**src/rtl/div_iter32_if.sv**
```systemverilog
// Request/result bundle between the execute-stage controller and the iterative divider.
interface div_iter32_if;
  logic        start;
  logic        is_signed;
  logic [31:0] dividend;
  logic [31:0] divisor;
  logic [31:0] q;
  logic [31:0] r;
  logic        busy;
  logic        done;
  logic        dz;

  modport master (
    output start, is_signed, dividend, divisor,
    input  q, r, busy, done, dz
  );

  modport slave (
    input  start, is_signed, dividend, divisor,
    output q, r, busy, done, dz
  );
endinterface

```
**src/rtl/div_iter32.sv**
```systemverilog
// Restoring 32-bit divider, one quotient bit per cycle: done 33 cycles after start, busy blocks new starts.
// `DIV_ZERO_FAST_EN: zero divisor bypasses the iteration (done 1 cycle after load) and raises dz.
module div_iter32 (
  input  logic        clk,
  input  logic        rstn,
  div_iter32_if.slave bus
);

  typedef enum logic [1:0] {IDLE, RUN, FIX} state_e;

  state_e      state_q, state_d;
  logic [4:0]  cnt_q, cnt_d;
  logic [31:0] rem_q, rem_d;
  logic [31:0] quo_q, quo_d;
  logic [31:0] dmag_q, dmag_d;
  logic        neg_quo_q, neg_quo_d;
  logic        neg_rem_q, neg_rem_d;
  logic [31:0] q_q, q_d;
  logic [31:0] r_q, r_d;
  logic        done_q, done_d;

  logic        load_en, step_en, fix_en;
  logic [31:0] a_mag, b_mag;
  logic [32:0] shifted, trial;

`ifdef DIV_ZERO_FAST_EN
  logic div_zero;
  logic zflag_q, zflag_d;
  logic dz_q, dz_d;
  assign div_zero = (bus.divisor == 32'd0);
`endif

  always_ff @(posedge clk or negedge rstn) begin
    if (!rstn) begin
      state_q   <= IDLE;
      cnt_q     <= '0;
      rem_q     <= '0;
      quo_q     <= '0;
      dmag_q    <= '0;
      neg_quo_q <= 1'b0;
      neg_rem_q <= 1'b0;
      q_q       <= '0;
      r_q       <= '0;
      done_q    <= 1'b0;
`ifdef DIV_ZERO_FAST_EN
      zflag_q   <= 1'b0;
      dz_q      <= 1'b0;
`endif
    end else begin
      state_q   <= state_d;
      cnt_q     <= cnt_d;
      rem_q     <= rem_d;
      quo_q     <= quo_d;
      dmag_q    <= dmag_d;
      neg_quo_q <= neg_quo_d;
      neg_rem_q <= neg_rem_d;
      q_q       <= q_d;
      r_q       <= r_d;
      done_q    <= done_d;
`ifdef DIV_ZERO_FAST_EN
      zflag_q   <= zflag_d;
      dz_q      <= dz_d;
`endif
    end
  end

  always_comb begin
    state_d = state_q;
    unique case (state_q)
      IDLE: begin
        if (bus.start) begin
`ifdef DIV_ZERO_FAST_EN
          state_d = div_zero ? FIX : RUN;
`else
          state_d = RUN;
`endif
        end
      end
      RUN:     if (cnt_q == 5'd31) state_d = FIX;
      FIX:     state_d = IDLE;
      default: state_d = IDLE;
    endcase
  end

  always_comb begin
    load_en = (state_q == IDLE) && bus.start;
    step_en = (state_q == RUN);
    fix_en  = (state_q == FIX);
  end

  // Quotient register doubles as the dividend shifter: MSBs leave as quotient bits enter at the LSB.
  always_comb begin
    cnt_d     = cnt_q;
    rem_d     = rem_q;
    quo_d     = quo_q;
    dmag_d    = dmag_q;
    neg_quo_d = neg_quo_q;
    neg_rem_d = neg_rem_q;
    q_d       = q_q;
    r_d       = r_q;
    done_d    = fix_en;
`ifdef DIV_ZERO_FAST_EN
    zflag_d   = zflag_q;
    dz_d      = dz_q;
`endif
    a_mag   = (bus.is_signed && bus.dividend[31]) ? -bus.dividend : bus.dividend;
    b_mag   = (bus.is_signed && bus.divisor[31])  ? -bus.divisor  : bus.divisor;
    shifted = {rem_q, quo_q[31]};
    trial   = shifted - {1'b0, dmag_q};

    if (load_en) begin
      cnt_d     = '0;
      rem_d     = '0;
      quo_d     = a_mag;
      dmag_d    = b_mag;
      neg_quo_d = bus.is_signed && (bus.dividend[31] ^ bus.divisor[31]);
      neg_rem_d = bus.is_signed && bus.dividend[31];
`ifdef DIV_ZERO_FAST_EN
      zflag_d   = div_zero;
      if (div_zero) begin
        quo_d = '1;
        rem_d = a_mag;
      end
`endif
    end else if (step_en) begin
      cnt_d = cnt_q + 5'd1;
      // A set borrow bit means the trial went negative, so the shifted value is restored.
      if (!trial[32]) begin
        rem_d = trial[31:0];
        quo_d = {quo_q[30:0], 1'b1};
      end else begin
        rem_d = shifted[31:0];
        quo_d = {quo_q[30:0], 1'b0};
      end
    end else if (fix_en) begin
      q_d = neg_quo_q ? -quo_q : quo_q;
      r_d = neg_rem_q ? -rem_q : rem_q;
`ifdef DIV_ZERO_FAST_EN
      dz_d = zflag_q;
`endif
    end
  end

  assign bus.q    = q_q;
  assign bus.r    = r_q;
  assign bus.busy = (state_q != IDLE);
  assign bus.done = done_q;
`ifdef DIV_ZERO_FAST_EN
  assign bus.dz   = dz_q;
`else
  assign bus.dz   = 1'b0;
`endif

endmodule

```
**src/flat_wrapper.sv**
```systemverilog
// flat-port wrapper written by rule: the top's interface ports become plain ports
module div_iter32_flat 
  (clk, rstn, bus_start, bus_is_signed, bus_dividend, bus_divisor, bus_q, bus_r, bus_busy, bus_done, bus_dz);
  div_iter32_if bus_i ();
  input  logic clk;
  input  logic rstn;
  input wire logic [$bits(bus_i.start)-1:0] bus_start;
  input wire logic [$bits(bus_i.is_signed)-1:0] bus_is_signed;
  input wire logic [$bits(bus_i.dividend)-1:0] bus_dividend;
  input wire logic [$bits(bus_i.divisor)-1:0] bus_divisor;
  output wire logic [$bits(bus_i.q)-1:0] bus_q;
  output wire logic [$bits(bus_i.r)-1:0] bus_r;
  output wire logic [$bits(bus_i.busy)-1:0] bus_busy;
  output wire logic [$bits(bus_i.done)-1:0] bus_done;
  output wire logic [$bits(bus_i.dz)-1:0] bus_dz;
  assign bus_i.start = bus_start;
  assign bus_i.is_signed = bus_is_signed;
  assign bus_i.dividend = bus_dividend;
  assign bus_i.divisor = bus_divisor;
  assign bus_q = bus_i.q;
  assign bus_r = bus_i.r;
  assign bus_busy = bus_i.busy;
  assign bus_done = bus_i.done;
  assign bus_dz = bus_i.dz;
  div_iter32 u_core (.clk(clk), .rstn(rstn), .bus(bus_i));
endmodule
```
**config.mk**
```make
export PLATFORM = sky130hd
export DESIGN_NAME = div_iter32_flat
export DESIGN_NICKNAME = d
export VERILOG_FILES = /design/src/rtl/div_iter32_if.sv /design/src/rtl/div_iter32.sv /design/src/flat_wrapper.sv
export SDC_FILE = /design/constraint.sdc
export NUM_CORES = 1
export LEC_CHECK = 0
export CAP_MARGIN = 20
export CORE_UTILIZATION = 61
export CTS_CLUSTER_SIZE = 30
export DETAILED_ROUTE_END_ITERATION = 12
export PLACE_DENSITY = 0.95
export SLEW_MARGIN = 15
export SYNTH_ARGS = -nofsm -noshare
export SYNTH_HDL_FRONTEND = slang
export SYNTH_SLANG_ARGS = --single-unit
export TNS_END_PERCENT = 20
```
**constraint.sdc**
```tcl
create_clock -name clk -period 7.45 [get_ports clk]
set_input_delay 1.49 -clock clk [delete_from_list [all_inputs] [get_ports clk]]
set_output_delay 1.49 -clock clk [all_outputs]
set_load 0.05 [all_outputs]
```
=== Word-level counts from Yosys, hierarchy flattened ===
Cells that the tools add are included.

* Bits in registers: 170
* Output and inout bits: 67
* Logic and storage cells: 48

* Add/sub/neg operators: 6
* Equality and inequality tests: 5
* Multiplexer cells: 15
* Bitwise gates (word level): 3
* Reductions and logical operators: 9

{| class="wikitable"
|+ Operators with widths
! cell !! number
|-
| $mux W32 || 9
|-
| $neg A32 Y32 || 4
|-
| $sub A33 B32 Y33 || 1
|-
| $mux W5 || 2
|-
| $add A5 B1 Y5 const B || 1
|-
| $eq A5 B5 Y1 const B || 1
|-
| $logic_and A1 B1 Y1 || 4
|-
| $mux W2 || 2
|-
| $ne A2 B2 Y1 const B || 2
|-
| $pmux W2 S2 || 1
|-
| $reduce_bool A2 Y1 || 2
|-
| $reduce_and A3 Y1 || 1
|-
| $eq A2 B1 Y1 const B || 1
|-
| $eq A2 B2 Y1 const B || 1
|-
| $logic_not A2 Y1 || 1
|-
| $not A1 Y1 || 2
|-
| $reduce_and A2 Y1 || 1
|-
| $mux W1 || 1
|-
| $xor A1 B1 Y1 || 1
|}

=== Logic depth before layout (Yosys ltp) ===
Gate-level depths: netlist of the first run.

* Word-level depth: 4
* Gate-level depth with buffers: 14

=== Worst setup path before layout of the first run ===
OpenSTA, ideal clock, no wires.

* Path kind: input -> register
* Start: input port bus_dividend[8]
* End: register u_core.quo_q[28]
* Setup time: 0.133 ns
* Arrival: 3.963 ns
* Required time: 7.317 ns
* Setup slack: 3.354 ns
* Cell stages on the path: 9
* Buffers on the path: 0
* Cells stage by stage: or4_1 > or3_1 > or4_1 > or4_4 > nand2b_1 > nor3_1 > nor3_1 > a21oi_1 > o21ai_0

* Longest elaborated chain between the ends: 3

{| class="wikitable"
|+ Ends and longest elaborated chain
! element !! RTL line !! text
|-
| from (decl) || flat_wrapper.sv:9 || <nowiki>input wire logic [$bits(bus_i.dividend)-1:0] bus_dividend;</nowiki>
|-
| $neg A32 Y32 || div_iter32.sv:106 || <nowiki>a_mag = (bus.is_signed && bus.dividend[31]) ? -bus.dividend : bus.dividend;</nowiki>
|-
| $mux W32 || div_iter32.sv:106 ||
|-
| $mux W32 || div_iter32.sv:111 || <nowiki>if (load_en) begin</nowiki>
|-
| to (signal assigned) || div_iter32.sv:53 || <nowiki>quo_q <= quo_d;</nowiki>
|-
| to (decl) || div_iter32.sv:14 || <nowiki>logic [31:0] quo_q, quo_d;</nowiki>
|}

No other way between the ends.
A chain may end at the register's enable or synchronous reset.

=== Worst setup path after layout of the first run ===
* Start: input port bus_dividend[8]
* End: register u_core.quo_q[29]

Same word-level chain as after synthesis.

==> key figures, run 1 <==
Floorplan
  – Die ar.: around 18000 µm²
  – Die Span X: ~130 µm
  – Die H: approximately 130 µm
  – IO Pins: about 140
  – Initial Utilization: 0.625
  – Row count: 48
  – Core outline area: roughly 17000 µm²

Clock tree
  – Clock buffers created by TritonCTS: 17
  – # Post-CTS Setup Buffers: 0
  – Resized Gates After CTS: 0
  – Clock H-tree levels: 4
  – Clock sinks: 170
  – Post-CTS Hold Buffers: 0
  – Root Buffer: clkbuf_16
  – Clk Latency, worst-skew pair: between 400 and 500 ps
  – CTS tree: built
  – Clock-pin slew on the worst setup and hold paths: around 60 ps
  – Clock tree buffer depth: 2

Setup path
  – Cell Chain, Critical Path: clkdlybuf4s50_1 -> or4_1 -> or3_1 -> or4_1 -> nor4_2 -> nand2_1 -> nor4_1 -> nor3_1 -> a21oi_1 -> o21ai_0
  – Most used cell, CP: or4_1
  – Crit start category: primary input
  – Crit path max-delay cell type: or4_1
  – Cell family with most CP delay: simple AND/OR/NAND/NOR gates
  – Critical R2R Capture: u_core.rem_q[29]
  – Delay of the slowest critical-path stage: a little under 600 ps
  – Crit path buf inv count: 1
  – Flop2flop setup slack: between 3000 and 4000 ps
  – R2R cell count: 11
  – Crit path required time: 7710 ps
  – Worst Setup End Kind: flop
  – CP Max Fanout: 5
  – Arrival @ worst endpoint: approximately 4900 ps
  – Reg2reg start: u_core.dmag_q[1]
  – Kind of critical path: in2reg

Routing
  – Vias: around 9800
  – Vias per cell: 6.23
  – First-pass DRT Iterations: 5
  – Remaining antenna violation count: 0
  – WL final: roughly 28 mm
  – Routed length per instance: about 18 µm
  – Residual DRC: 0
  – Initial DRC count: 1039

GRT
  – Largest net degree at the start of global routing: 130
  – Grt total ovfl: 0
  – Vias in the first global route: 9137
  – Antenna violations before repair: 0
  – Total Routing Usage GR: 0.302
  – First-pass GRT wire length: 43.5 mm

STA
  – Endpoints failing hold: 0
  – Setup_tns: 0 ps
  – Slew HR: 0.258
  – Max Clock Freq: between 200 and 250 MHz
  – Worst slew pin tran: around 1100 ps
  – Final worst path period share: 0.616
  – Final worst-path setup slack: between 2000 and 3000 ps
  – Final setup viols: 0
  – RSZ-0062 raised after global routing: false
  – Clock Skew: 8.73 ps
  – Pins over their slew limit: 0
  – Minimum clock period: approximately 4600 ps

Worst hold path
  – Hold endpoint: u_core.bus.q[19]
  – HP Class: reg2reg
  – Hold path depth: 2
  – Critical hold path startpoint: u_core.bus.q[19]

Place
  – GP Congestion: roughly 0.87
  – Worst slack at placement: 2580 ps
  – Number of buffers added on ports: approximately 130
  – Hpwl dp: between 15 and 20 mm

Layout
  – Fin nets: about 1400
  – Leading cell types in the layout, fill and taps excluded: o21ai_0, nand2_1, dfrtp_1, clkdlybuf4s50_1, xor2_1
  – Fraction of layout instances using a drive strength above 1: 0.0459
  – Final core occ: 0.747
  – P&R area growth vs syn: 19.5%
  – Antenna cells: 0
  – Most common cell after layout, fill and taps aside: o21ai_0

Pwr
  – Lkg Pwr: approximately 5.4 nW
  – Cell Pwr Density: ~470 nW/µm²
  – Peak VDD IR: a little under 0.3 mV

Logic synthesis
  – FFs w/ async S/R, synth: 1.00
  – Syn Area/Cell: 8.64 µm²
  – Sequential-to-total area share from yosys stat: 0.395
  – Syn Nets: approximately 1400
  – Yosys warns: 0
  – Dominant synthesized flop cell: dfrtp_1
  – Synth Instances: between 1000 and 1500
  – Synth Register Bits: between 150 and 200
  – EDFF count, synth: 0
  – Mapped Area: roughly 11000 µm²
  – Synth cell types: 60

Run status
  – Status: complete, no violations

Job
  – Max_cap viols: 0
[cell families after synthesis]
| family | Yosys count | synth area share |
|---|---|---|
| adders and majority gates | 39 | 0.0460 |
| DFF | 170 | 0.395 |
| AOI/OAI and AO/OA | 380 | 0.213 |
| and+or+nand+nor | 374 | 0.167 |
| buffers and inverters | 118 | 0.0417 |
| xor gates and xnor gates | 137 | 0.111 |
| muxes | 27 | 0.0251 |
| other | 1 | 0.000348 |
[flip-flops by register name (all words and copies together), names as in the netlist]
name,flops
u_core.bus.done,1
u_core.bus.q,32
u_core.bus.r,32
u_core.cnt_q,5
u_core.dmag_q,32
u_core.neg_quo_q,1
u_core.neg_rem_q,1
u_core.quo_q,32
u_core.rem_q,32
u_core.state_q,2
[layout make-up]
type	count	area (µm²)
well taps	225	282
multi-input cells	958	6100
clock buffers	19	453
flip-flops and latches	170	4250
clock inverters	13	166
repair buffers	141	1430
fillers	1175	4370
inverters	51	191
[worst max path at each step]
stage                    start           endpoint  slack (ps)  depth (start not counted)
2_1_floorplan  bus_dividend[8]   u_core.quo_q[28]        3350                          9
3_3_place_gp   bus_dividend[8]   u_core.quo_q[28]        2650                         10
3_5_place_dp   bus_divisor[12]  u_core.dmag_q[28]        2580                         10
4_1_cts        bus_dividend[8]   u_core.quo_q[28]        3000                         10
5_1_grt        bus_divisor[12]  u_core.dmag_q[29]        2570                         10
6_report       bus_dividend[8]   u_core.quo_q[29]        2860                         10
[per-layer routing]
metal,global-route usage,part of all wire,vias up
li1,-,-,4630
met3,0.0511,0.074,68
met2,0.525,0.50,479
met5,0,0,-
met4,0.0968,0.024,0
met1,0.384,0.40,4646
[worst register-to-register path, cell delays in order (launching register included)]
cell	delay [ps]
dfrtp_1	430
inv_1	70
ha_1	280
nor2b_1	140
o31a_1	280
a2111oi_1	730
o31ai_1	270
o41a_1	460
a221oi_2	400
nor3_1	90
o311ai_0	460
o211ai_1	160
[power breakdown]
| group | leakage [nW] | internal (mW) | switching, mW | total, mW |
|---|---|---|---|---|
| clock network | 0.296 | 0.547 | 0.377 | 0.924 |
| logic | 3.14 | 1.46 | 1.97 | 3.43 |
| registers | 2.00 | 1.28 | 0.451 | 1.73 |
| total | 5.44 | 3.29 | 2.80 | 6.09 |
[cell usage after synthesis, drive strengths merged, types with 3 or more instances]
cell type / instances / area, µm²
nand2b: 15 / 93.8
or3: 16 / 120
mux2i: 27 / 270
nor4b: 3 / 26.3
dfrtp: 170 / 4250
or2: 4 / 25.0
nor2b: 8 / 50.1
a21o: 17 / 128
buf: 11 / 47.6
and2: 4 / 25.0
nand4: 6 / 37.5
xor2: 91 / 797
and3: 4 / 25.0
a22o: 6 / 52.6
or4: 15 / 124
nor4: 17 / 119
nand3: 34 / 170
nand2: 178 / 668
a2bb2oi: 4 / 35.0
nand3b: 5 / 37.5
o31ai: 24 / 194
o211ai: 9 / 67.6
nor3: 20 / 100
o311ai: 5 / 43.8
o21ai: 194 / 971
inv: 51 / 191
o41ai: 16 / 140
nor2: 43 / 161
a22oi: 24 / 180
a21oi: 53 / 265
ha: 38 / 475
clkbuf: 56 / 210
a31oi: 11 / 68.8
xnor2: 46 / 403
[metrics by stage]
stage               std cells  cell area [µm²]  hold slack (ps)  power [mW]
floorplan                1246            10800              449        4.23
global placement         1543            12200              460        4.85
detailed placement       1543            12200              470        5.03
CTS                      1575            12800              485        6.01
global route             1577            12900              503        6.49
finish                   1577            12900              479        6.09
(Power assumes the default switching activity.)
==> inputs of run 2 (changes only) <==
--- a/config.mk
+++ b/config.mk
@@ -6,10 +6,10 @@
 export NUM_CORES = 1
 export LEC_CHECK = 0
 export CAP_MARGIN = 20
-export CORE_UTILIZATION = 61
+export CORE_UTILIZATION = 57
 export CTS_CLUSTER_SIZE = 30
 export DETAILED_ROUTE_END_ITERATION = 12
-export PLACE_DENSITY = 0.95
+export PLACE_DENSITY = 0.93
 export SLEW_MARGIN = 15
 export SYNTH_ARGS = -nofsm -noshare
 export SYNTH_HDL_FRONTEND = slang
==> constraint.sdc (replaced) <==
create_clock -name clk -period 4.6 [get_ports clk]
set_input_delay 0.92 -clock clk [delete_from_list [all_inputs] [get_ports clk]]
set_output_delay 0.92 -clock clk [all_outputs]
set_load 0.05 [all_outputs]
==> key figures, run 2 (synthesis results as in run 1) <==
Run status
  – Status: complete, no violations

Routing
  – Remaining antenna violation count: 0
  – Residual DRC: 0
  – Routed length per instance: 17.6 µm
  – Highest Signal Layer: met4
  – Met2 wire length: between 10 and 15 mm
  – Met3 wire len: between 2 and 2.5 mm
  – Vias: between 9000 and 10000
  – First-pass DRT Iterations: 7
  – Initial DRC count: around 840
  – Vias per cell: about 6.3
  – Metal-1 WL: ~11 mm
  – WL final: ~28 mm

Place
  – Number of buffers added on ports: between 100 and 150
  – Hpwl dp: around 19 mm
  – GP Congestion: about 0.86
  – Worst slack at placement: between 300 and 400 ps
  – Post-DP Area: ~12000 µm²

Floorplan
  – Core outline area: 18200 µm²
  – Die ar.: just under 20000 µm²
  – Die H: roughly 140 µm
  – Row count: between 40 and 50
  – Initial Utilization: 0.591
  – IO Pins: 135
  – Die Span X: around 140 µm

Clock tree
  – Post-CTS Hold Buffers: 0
  – # Post-CTS Setup Buffers: 0
  – CTS tree: built
  – Clock buffers created by TritonCTS: 17
  – Clock sinks: 170
  – Clk Latency, worst-skew pair: 440 ps
  – Clock-pin slew on the worst setup and hold paths: 70 ps
  – Clock tree buffer depth: 2
  – Root Buffer: clkbuf_16
  – Clock H-tree levels: 4
  – Resized Gates After CTS: 0

Pwr
  – Switching share of power: 0.455
  – Clock power share: 0.161
  – Cell Int Power: about 5.5 mW
  – Cell Pwr Density: slightly below 800 nW/µm²
  – Lkg Pwr: 5.47 nW
  – Combinational group share of total power: 0.558
  – Reg power frac: 0.281
  – P_sw: approximately 4.6 mW
  – Peak VDD IR: between 0.4 and 0.5 mV

GRT
  – Largest net degree at the start of global routing: 130
  – Antenna violations before repair: 0
  – First-pass GRT wire length: 45.8 mm
  – Grt total ovfl: 0
  – Total Routing Usage GR: 0.294
  – Vias in the first global route: 9453

Worst hold path
  – HP Class: reg2reg

Layout
  – Area occupied by multi-input gates: 6100 µm²
  – Final core occ: 0.709
  – P&R area growth vs syn: 19.9%
  – Most common cell after layout, fill and taps aside: o21ai_0
  – Leading cell types in the layout, fill and taps excluded: o21ai_0, nand2_1, dfrtp_1, clkdlybuf4s50_1, xor2_1
  – FF/Latch Area: between 4000 and 5000 µm²
  – Fraction of layout instances using a drive strength above 1: 0.0458
  – Filler cells: between 1000 and 1500
  – Antenna cells: 0
  – Design Area, Final: about 13000 µm²
  – Fin nets: roughly 1400

STA
  – Endpoints failing hold: 0
  – RSZ-0062 raised after global routing: false
  – Clock Skew: a little under 9 ps
  – Final setup viols: 0
  – Worst hold margin: between 400 and 500 ps
  – Pins over their slew limit: 0
  – Minimum clock period: approximately 4000 ps
  – Final worst-path setup slack: 594 ps
  – Max Clock Freq: 250 MHz
  – Final worst path period share: 0.871
  – Setup_tns: 0 ps
  – Slew HR: 0.312
  – Worst slew pin tran: 1030 ps

Job
  – Max_cap viols: 0

Setup path
  – Crit start category: flop
  – Crit path required time: 4890 ps
  – CP Max Fanout: 25
  – Kind of critical path: reg2reg
  – Arrival @ worst endpoint: between 4000 and 5000 ps
  – Worst Setup End Kind: flop
[run 2: changes by cell type in the layout (fill, tap and decap cells not counted)]
cell / previous run / this run
clkinv_2: 2 / 0
clkbuf_8: 2 / 3
clkbuf_1: 0 / 2
clkinvlp_4: 3 / 1
clkinv_4: 3 / 1
bufinv_16: 3 / 5
buf_4: 6 / 10
buf_16: 1 / 0
[run 2: power by group through the flow]
stage | logic (mW) | clock network (mW) | registers (mW)
2_1_floorplan | 4.08 | 0 | 2.76
3_3_place_gp | 5.15 | 0 | 2.74
3_5_place_dp | 5.38 | 0 | 2.79
4_1_cts | 5.51 | 1.61 | 2.78
5_1_grt | 6.14 | 1.69 | 2.88
6_report | 5.60 | 1.61 | 2.81
[run 2: cell type report]
type,instances,share of cell area
multi-input cells,958,0.472
clock buffers,22,0.0367
flip-flops and latches,170,0.329
clock inverters,9,0.0142
well taps,229,0.0222
inverters,51,0.0148
repair buffers,144,0.111
[run 2: per-stage QoR]
stage | total power, mW | std cells
2_1_floorplan | 6.84 | 1246
3_3_place_gp | 7.89 | 1551
3_5_place_dp | 8.17 | 1551
4_1_cts | 9.90 | 1582
5_1_grt | 10.7 | 1583
6_report | 10.0 | 1583
[run 2: worst paths after layout]
kind | startpoint | to | slack (ps) | depth (start not counted)
max | u_core.quo_q[31] | u_core.rem_q[10] | 590 | 13
min | u_core.dmag_q[4] | u_core.dmag_q[4] | 480 | 2
max reg2reg | u_core.quo_q[31] | u_core.rem_q[10] | 590 | 13
min reg2reg | u_core.dmag_q[4] | u_core.dmag_q[4] | 480 | 2
max in group asynchronous | rstn | u_core.rem_q[25] | 3010 | 2
min in group asynchronous | rstn | u_core.bus.q[13] | 580 | 1
[run 2: worst max-delay path, stage by stage, from the launching register on]
cell and delay [ps]:
dfrtp_1 390, inv_1 170, ha_1 240, fa_1 220, nand2b_1 170, a21oi_1 130
o211ai_1 430, o211ai_1 170, a21oi_1 250, a41oi_1 200, xnor2_2 620, buf_4 460
a2bb2oi_1 240, o21ai_0 140
[run 2: metal layers]
layer | vias to the layer above | track usage
met5 | - | 0
met4 | 0 | 0.123
met3 | 94 | 0.0630
met2 | 450 | 0.496
met1 | 4724 | 0.365
li1 | 4626 | -
==> inputs of run 3 (changes only) <==
--- a/config.mk
+++ b/config.mk
@@ -10,7 +10,7 @@
 export CTS_CLUSTER_SIZE = 30
 export DETAILED_ROUTE_END_ITERATION = 12
 export PLACE_DENSITY = 0.93
-export SLEW_MARGIN = 15
+export REMOVE_ABC_BUFFERS = 1
 export SYNTH_ARGS = -nofsm -noshare
 export SYNTH_HDL_FRONTEND = slang
 export SYNTH_SLANG_ARGS = --single-unit
==> key figures, run 3 (synthesis results as in run 1) <==
Clock tree
  – Post-CTS Hold Buffers: 0
  – Clk Latency, worst-skew pair: between 400 and 500 ps
  – Clock H-tree levels: 4
  – Clock tree buffer depth: 2
  – CTS tree: built
  – Clock-pin slew on the worst setup and hold paths: approximately 60 ps
  – Clock buffers created by TritonCTS: 17
  – Resized Gates After CTS: 0
  – Clock sinks: 170
  – Root Buffer: clkbuf_16
  – # Post-CTS Setup Buffers: 0

Place
  – Hpwl dp: roughly 19 mm
  – Number of buffers added on ports: 133
  – Worst slack at placement: about 120 ps
  – GP Congestion: 0.935

Floorplan
  – Die ar.: just under 20000 µm²
  – Die H: approximately 140 µm
  – Row count: a little under 50
  – Core outline area: ~18000 µm²
  – Die Span X: 139 µm
  – Initial Utilization: 0.591
  – IO Pins: ~140

Worst hold path
  – HP Class: reg2reg

Setup path
  – Worst Setup End Kind: flop
  – Crit path max-delay cell type: or4_1
  – Crit start category: primary input
  – Flop2flop setup slack: between 600 and 700 ps
  – Crit path required time: 4890 ps
  – Cell Chain, Critical Path: clkdlybuf4s50_1 -> or4_1 -> nor4_1 -> nor4b_1 -> nor4b_1 -> nand2b_1 -> nor4_1 -> a21oi_1 -> xnor2_1 -> o21ai_0
  – Arrival @ worst endpoint: around 4400 ps
  – CP Max Fanout: 4
  – Delay of the slowest critical-path stage: approximately 600 ps
  – Kind of critical path: in2reg

GRT
  – Largest net degree at the start of global routing: 130
  – Vias in the first global route: slightly below 10000
  – Antenna violations before repair: 0
  – Total Routing Usage GR: 0.301
  – First-pass GRT wire length: ~47 mm
  – Grt total ovfl: 0

Routing
  – WL final: between 20 and 30 mm
  – First-pass DRT Iterations: 6
  – Vias per cell: roughly 6.3
  – Residual DRC: 0
  – Vias: 9976
  – Remaining antenna violation count: 0
  – Routed length per instance: about 18 µm
  – Initial DRC count: 1171

STA
  – RSZ-0062 raised after global routing: false
  – Minimum clock period: 4090 ps
  – Clock Skew: roughly 8 ps
  – Final worst path period share: 0.889
  – Worst hold margin: 476 ps
  – Pins over their slew limit: 0
  – Slew HR: 0.377
  – Final worst-path setup slack: between 500 and 600 ps
  – Final setup viols: 0
  – Max Clock Freq: between 200 and 250 MHz
  – Endpoints failing hold: 0
  – Worst slew pin tran: around 930 ps

Run status
  – Status: complete, no violations

Layout
  – Leading cell types in the layout, fill and taps excluded: o21ai_0, nand2_1, dfrtp_1, clkdlybuf4s50_1, xor2_1
  – Fin nets: 1452
  – P&R area growth vs syn: 20.2%
  – Most common cell after layout, fill and taps aside: o21ai_0
  – Antenna cells: 0
  – Fraction of layout instances using a drive strength above 1: 0.0479

Pwr
  – Cell Pwr Density: 774 nW/µm²
  – Peak VDD IR: approximately 0.56 mV
  – Lkg Pwr: roughly 5.5 nW

Job
  – Max_cap viols: 0
[run 3: cell types whose count changed in the layout (fill, tap and decap cells not counted), sizes merged]
cell | before | now
clkinvlp | 1 | 2
buf | 12 | 15
inv | 53 | 51
bufinv | 5 | 3
clkinv | 1 | 4
[run 3: area by class of cell]
cell class | count | area (µm²)
Clock buffer | 22 | 474
Multi-Input combinational cell | 958 | 6100
Clock inverter | 9 | 140
Sequential cell | 170 | 4250
Tap cell | 229 | 287
Inverter | 51 | 191
Timing Repair Buffer | 147 | 1500
Fill cell | 1291 | 5270
[run 3: worst max-delay path: cells and delay by family]
kind	cells	cell delay, ps
compound gates	2	270
xor+xnor	1	190
buf+inv	1	470
simple gates	6	2530
[run 3: where the power goes]
group          switching [mW]  internal [mW]  leakage, nW  total [mW]
clock network           0.607          0.898        0.293        1.50
registers               0.667           2.07         2.00        2.74
logic                    3.32           2.45         3.18        5.77
total                    4.59           5.42         5.47        10.0
[run 3: metal layers]
layer	share of wire	GRT usage	up-vias
met2	0.49	0.502	492
met4	0.032	0.142	0
li1	-	-	4641
met5	0	0	-
met3	0.072	0.0516	83
met1	0.41	0.381	4760
[run 3: worst paths after layout]
check                            startpoint                end  cells after the start
max                         bus_divisor[12]  u_core.dmag_q[29]                     10
min                        u_core.bus.r[25]   u_core.bus.r[25]                      2
max reg2reg                u_core.quo_q[31]   u_core.rem_q[22]                     14
min reg2reg                u_core.bus.r[25]   u_core.bus.r[25]                      2
max in group asynchronous              rstn    u_core.quo_q[7]                      2
min in group asynchronous              rstn   u_core.dmag_q[8]                      1
[run 3: stage by stage]
step	cell area, µm²	utilization	total power [mW]	instances	TNS, ps
after floorplan	10500	-	6.80	1179	-1610
after global placement	12300	0.673	7.91	1552	0
after detailed placement	12300	0.673	8.19	1552	0
after CTS	12900	0.707	9.83	1583	0
after global routing	12900	0.711	10.7	1586	0
final	12900	0.711	10.0	1586	0
